### src/rtl/loader_pkg.sv
// Shared definitions for the instruction-memory program loader: FSM state
// encoding and frame/word geometry constants.
package loader_pkg;

  typedef enum logic [2:0] {
    IDLE,
    LEN_LO,
    LEN_HI,
    DATA,
    WRITE,
    CHECK,
    DONE,
    ERROR
  } state_t;

  localparam int FRAME_HDR_BYTES = 2;
  localparam int BYTES_PER_WORD  = 4;
  localparam int WORD_ADDR_SHIFT = 2;
  localparam int LANE_W          = $clog2(BYTES_PER_WORD);

endpackage

### src/rtl/byte_assembler.sv
// Packs stream bytes little-endian into a 32-bit word and keeps the running
// XOR checksum of every byte loaded since the last clear.
module byte_assembler
  import loader_pkg::*;
(
  input  logic              clock,
  input  logic              reset,
  input  logic              clear,
  input  logic [7:0]        byte_in,
  input  logic              load,
  output logic [31:0]       word,
  output logic [LANE_W-1:0] lane,
  output logic              word_full,
  output logic [7:0]        checksum
);

  always_ff @(posedge clock) begin
    if (reset || clear) begin
      lane <= '0;
    end else if (load) begin
      lane <= lane + LANE_W'(1);
    end
  end

  // Word and checksum are data: they only need clearing at the start of a load
  always_ff @(posedge clock) begin
    if (clear) begin
      word     <= '0;
      checksum <= '0;
    end else if (load) begin
      word[8*lane +: 8] <= byte_in;
      checksum          <= checksum ^ byte_in;
    end
  end

  // High on the load that completes the current word
  assign word_full = load && (lane == LANE_W'(BYTES_PER_WORD - 1));

endmodule

### src/rtl/program_loader.sv
// Fills instruction memory from a framed byte stream (length, data, XOR
// checksum) and keeps the CPU held until a load completes with a good checksum.
module program_loader
  import loader_pkg::*;
#(
  parameter int MAX_WORDS = 256,
  parameter int CNT_WIDTH = 9
) (
  input  logic                 clock,
  input  logic                 reset,
  input  logic                 start,
  input  logic [7:0]           byte_in,
  input  logic                 byte_valid,
  output logic                 byte_ready,
  output logic                 imem_write_en,
  output logic [31:0]          imem_write_addr,
  output logic [31:0]          imem_write_data,
  output logic                 cpu_hold,
  output logic                 done,
  output logic                 error,
  output logic [CNT_WIDTH-1:0] words_loaded
);

  state_t              state, state_nxt;
  logic [15:0]         len_q;
  logic [15:0]         len_full;
  logic                accept, clear, load;
  logic                word_full;
  logic [31:0]         asm_word;
  logic [7:0]          checksum;
  logic [LANE_W-1:0]   lane_unused;
  logic [31:0]         wr_addr;
  logic [31:0]         addr_hold, data_hold;

  assign byte_ready = (state == LEN_LO) || (state == LEN_HI) ||
                      (state == DATA)   || (state == CHECK);
  assign accept     = byte_valid && byte_ready;
  assign clear      = start && ((state == IDLE) || (state == DONE) || (state == ERROR));
  assign load       = accept && (state == DATA);
  assign len_full   = {byte_in, len_q[7:0]};

  byte_assembler u_asm (
    .clock     (clock),
    .reset     (reset),
    .clear     (clear),
    .byte_in   (byte_in),
    .load      (load),
    .word      (asm_word),
    .lane      (lane_unused),
    .word_full (word_full),
    .checksum  (checksum)
  );

  always_comb begin
    state_nxt = state;
    case (state)
      IDLE, DONE, ERROR: if (start) state_nxt = LEN_LO;
      LEN_LO:            if (accept) state_nxt = LEN_HI;
      LEN_HI: begin
        if (accept) begin
          if (len_full > 16'(MAX_WORDS)) state_nxt = ERROR;
          else if (len_full == 16'd0)    state_nxt = CHECK;
          else                           state_nxt = DATA;
        end
      end
      DATA:              if (word_full) state_nxt = WRITE;
      WRITE:             state_nxt = (16'(words_loaded) + 16'd1 == len_q) ? CHECK : DATA;
      CHECK:             if (accept) state_nxt = (byte_in == checksum) ? DONE : ERROR;
      default:           state_nxt = IDLE;
    endcase
  end

  always_ff @(posedge clock) begin
    if (reset) begin
      state        <= IDLE;
      words_loaded <= '0;
      addr_hold    <= '0;
      data_hold    <= '0;
    end else begin
      state <= state_nxt;
      if (clear) begin
        words_loaded <= '0;
      end else if (state == WRITE) begin
        words_loaded <= words_loaded + CNT_WIDTH'(1);
        addr_hold    <= wr_addr;
        data_hold    <= asm_word;
      end
    end
  end

  always_ff @(posedge clock) begin
    if (accept && (state == LEN_LO)) len_q[7:0]  <= byte_in;
    if (accept && (state == LEN_HI)) len_q[15:8] <= byte_in;
  end

  // The write port shows the live word during WRITE and holds it afterwards
  assign wr_addr         = 32'(words_loaded) << WORD_ADDR_SHIFT;
  assign imem_write_en   = (state == WRITE);
  assign imem_write_addr = imem_write_en ? wr_addr  : addr_hold;
  assign imem_write_data = imem_write_en ? asm_word : data_hold;
  assign cpu_hold        = (state != DONE);
  assign done            = (state == DONE);
  assign error           = (state == ERROR);

endmodule
### config.mk
export PLATFORM = sky130hd
export DESIGN_NAME = program_loader
export DESIGN_NICKNAME = d
export VERILOG_FILES = /design/src/rtl/loader_pkg.sv /design/src/rtl/byte_assembler.sv /design/src/rtl/program_loader.sv
export SDC_FILE = /design/constraint.sdc
export NUM_CORES = 1
export LEC_CHECK = 0
export ABC_AREA = 1
export CORE_MARGIN = 5
export CORE_UTILIZATION = 40
export DETAILED_ROUTE_END_ITERATION = 12
export PLACE_DENSITY = 0.63
export SLEW_MARGIN = 20
export SYNTH_ARGS = -nofsm -noshare
export SYNTH_HDL_FRONTEND = slang
export SYNTH_SLANG_ARGS = --single-unit
### constraint.sdc
create_clock -name clock -period 2.5 [get_ports clock]
set_clock_uncertainty 0.15 [all_clocks]
set_input_delay 0.5 -clock clock [delete_from_list [all_inputs] [get_ports clock]]
set_output_delay 0.5 -clock clock [all_outputs]
set_load 0.01 [all_outputs]
==> results.md <==
- Outcome: complete, no violations
- Area leader, netlist: dfxtp_1
- Hold Path Sink: state[1]
- Ant. Diodes: 0
- Worst Path Required: 1850 ps
- Arr. time, crit path: 1810 ps
- Post-route ant nets: 0
- Critical Path Max Stage Delay: 340 ps
- Port bufs: 89
- Asr flop ratio synth: 0%
- Drt total wl: 15.1 mm
- Hold depth: 2
- Initial drt markers: 348
- Initial core utilization: 41.3%
- Main area contributors after synthesis: dfxtp_1 41%, edfxtp_1 8.3%, nor2_1 6.9%
- Hold buffer count at CTS: 0
- CTS buffer count: 17
- Clock Sinks: 134
- First-pass GRT wire length: 24.8 mm
- Final #Nets: 883
- Final Max Tran Viols: 0
- DIE HEIGHT: 130 um
- Vias in the first global route: 5122
- Register bit total from synthesis: 134
- # setup viols final: 0
- Crit path cell chain: nor2_4 -> nand2_4 -> inv_8 -> buf_12 -> buf_12 -> buf_12 -> or2_0 -> o21ai_2 -> inv_1 -> clkbuf_2
- Fillers: 1336
- Core box area: 14000 um^2
- Post-DR wirelength/cell: 14.3 um
- Root Buffer: clkbuf_16
- Area fraction of the dominant cell type after synthesis: 40.9%
- I/O pin cnt: 90
- Core Rows: 43
- Setup TNS: 0 ps
- Library cells used by synthesis: 36
- Primary FF master, synth: dfxtp_1
- CP Launch Type: flop
- Total congestion overflow: 0
- Die X: 130 um
- Hold Crit Class: in -> reg
- Worst R2R Path Depth: 14
- Initial antenna violation count: 0
- Largest net degree at the start of global routing: 33
- Syn. warnings: 0
- Crit path top cell by count: buf_12
- Worst-path clk slew: 50 ps
- Residual DRC: 0
- R2R setup slack: 360 ps
- Total Power: 7530 uW
- Reg2Reg Capture Point: state[1]
- Register area share after synthesis: 49.3%
- Critical path type: reg -> out
- Static leakage: 0.00367 uW
- H-tree depth reported by CTS: 4
- CTS tree: built
- Post-Syn Nets: 770
- Critical path fanouts, max: 5
- Synth Cell Area: 5770 um^2
- Final Hold Fails: 0
- Layout cell share with drive strength beyond 1: 22.0%
- Avg Cell Area, Syn: 7.67 um^2
- Gr usage total: 18.6%
- Area grow syn2layout: 33.6%
- RSZ-0062 raised after global routing: true
- EDFF count, synth: 16
- Fmax: 406 MHz
- GP Congestion: 0.881
- Routed vias: 5194
- DP Wirelength: 10.0 mm
- Worst-skew pair later-pin latency: 420 ps
- Worst r2r src: words_loaded[0]
- Rel. slew slack: 74.3%
- Max rail drop VDD: 0.000472 V
- Longest Clk Path Bufs: 2
- Final Cycle Share: 98.5%
- Drt via density: 4.91
- MaxCap Viol Count: 0
- Power Dens Cells: 977 nW/um^2
- Critical path's slowest cell: dfxtp_2
- Hold_ws: 226 ps
- Worst slew pin tran: 384 ps
- Reg area: 2850 um^2
- Die area: 16900 um^2
- CP Capture Type: output pin
- Most common cell in the synthesized netlist: dfxtp_1
- Syn Inst Count: 752
- Start point of the worst hold path: reset
- Pre-Repair DR Iteration Count: 5
- Period minus WS final: 2460 ps
- Most instantiated cells after synthesis: 118 x dfxtp_1, 106 x nor2_1, 94 x inv_1, 94 x nand2_1, 53 x o21ai_0
- Multi-input logic area: 2490 um^2
metal layers:
metal,global-route usage [%],wire length (um)
met4,7.95,303
met5,0,0
met3,4.42,830
met2,31.4,7360
met1,22.6,6590
through the flow:
| step | std cells | util [%] | cell area [um^2] | setup slack, ps |
|---|---|---|---|---|
| floorplan | 752 | - | 5770 | 331 |
| global placement | 1014 | 49.6 | 6930 | 121 |
| detailed placement | 1014 | 49.6 | 6930 | 92.0 |
| CTS | 1052 | 54.2 | 7580 | -15.6 |
| global route | 1058 | 55.1 | 7710 | -45.7 |
| finish | 1058 | 55.1 | 7710 | 37.1 |
sequential cells by signal, summed over array words and instances, names as in the netlist:
name and count:
u_asm.checksum 8, words_loaded 9, data_hold 32, addr_hold 32, state 3, u_asm.lane 2, u_asm.word 32, len_q 16
layout make-up:
cell class	count	share of cell area (%)
Clock buffer	20	5.66
Clock inverter	12	1.44
Sequential cell	134	36.9
Multi-Input combinational cell	475	32.3
Tap cell	180	2.92
Inverter	107	5.37
Timing Repair Buffer	130	15.4
critical path: cells and delay by family (launching register included):
kind	cells	cell delay, ps
buf+inv	6	620
flops	1	340
compound gates	1	80
simple gates	3	360
cell families (layout without fill, tap and decap cells):
| logic type | count (synthesis) | in the layout | share of synthesized area [%] |
|---|---|---|---|
| AO/OA/AOI/OAI | 125 | 125 | 11.2 |
| XOR/XNOR | 8 | 8 | 1.21 |
| adder cells (fa/ha/maj) | 6 | 6 | 1.30 |
| buffers and inverters | 143 | 269 | 10.2 |
| flip-flops | 134 | 134 | 49.3 |
| AND/OR/NAND/NOR | 336 | 336 | 26.9 |
worst max path at each step:
stage	startpoint	endpoint	slack, ps	cells after the start
after floorplan	u_asm.lane[0]	u_asm.word[10]	330	8
after global placement	state[0]	imem_write_en	120	6
after detailed placement	state[0]	imem_write_en	90	6
after CTS	state[0]	imem_write_data[7]	-20	9
after global routing	state[1]	imem_write_data[17]	-50	9
final	state[1]	imem_write_addr[5]	40	10
placed cells by master, fill, tap and decap left out, drive strengths merged:
cell type,count
a211oi,2
a21oi,48
a31oi,6
buf,65
bufinv,2
clkbuf,32
clkdlybuf4s15,5
clkdlybuf4s50,21
clkinv,12
clkinvlp,1
dfxtp,118
dlygate4sd2,25
dlymetal6s2s,2
edfxtp,16
ha,6
inv,104
nand2,99
nand3,43
nand3b,2
nand4,9
nor2,112
nor3,30
nor4,1
o211ai,1
o21ai,68
or2,40
xnor2,1
xor2,7
power by group:
part / internal [uW] / switching, uW / total, uW
clock network: 1440 / 881 / 2330
logic: 1190 / 1430 / 2620
registers: 2470 / 126 / 2590
timing repair:
item | 4_1_cts | 5_1_grt
gates resized for setup | 237 | 39
cloned | 3 | 2
buffers inserted | 3 | 4
endpoints found under the setup margin | 65 | 53
pin swaps | 0 | 3
No activity file was read; power rests on OpenSTA's default activity.
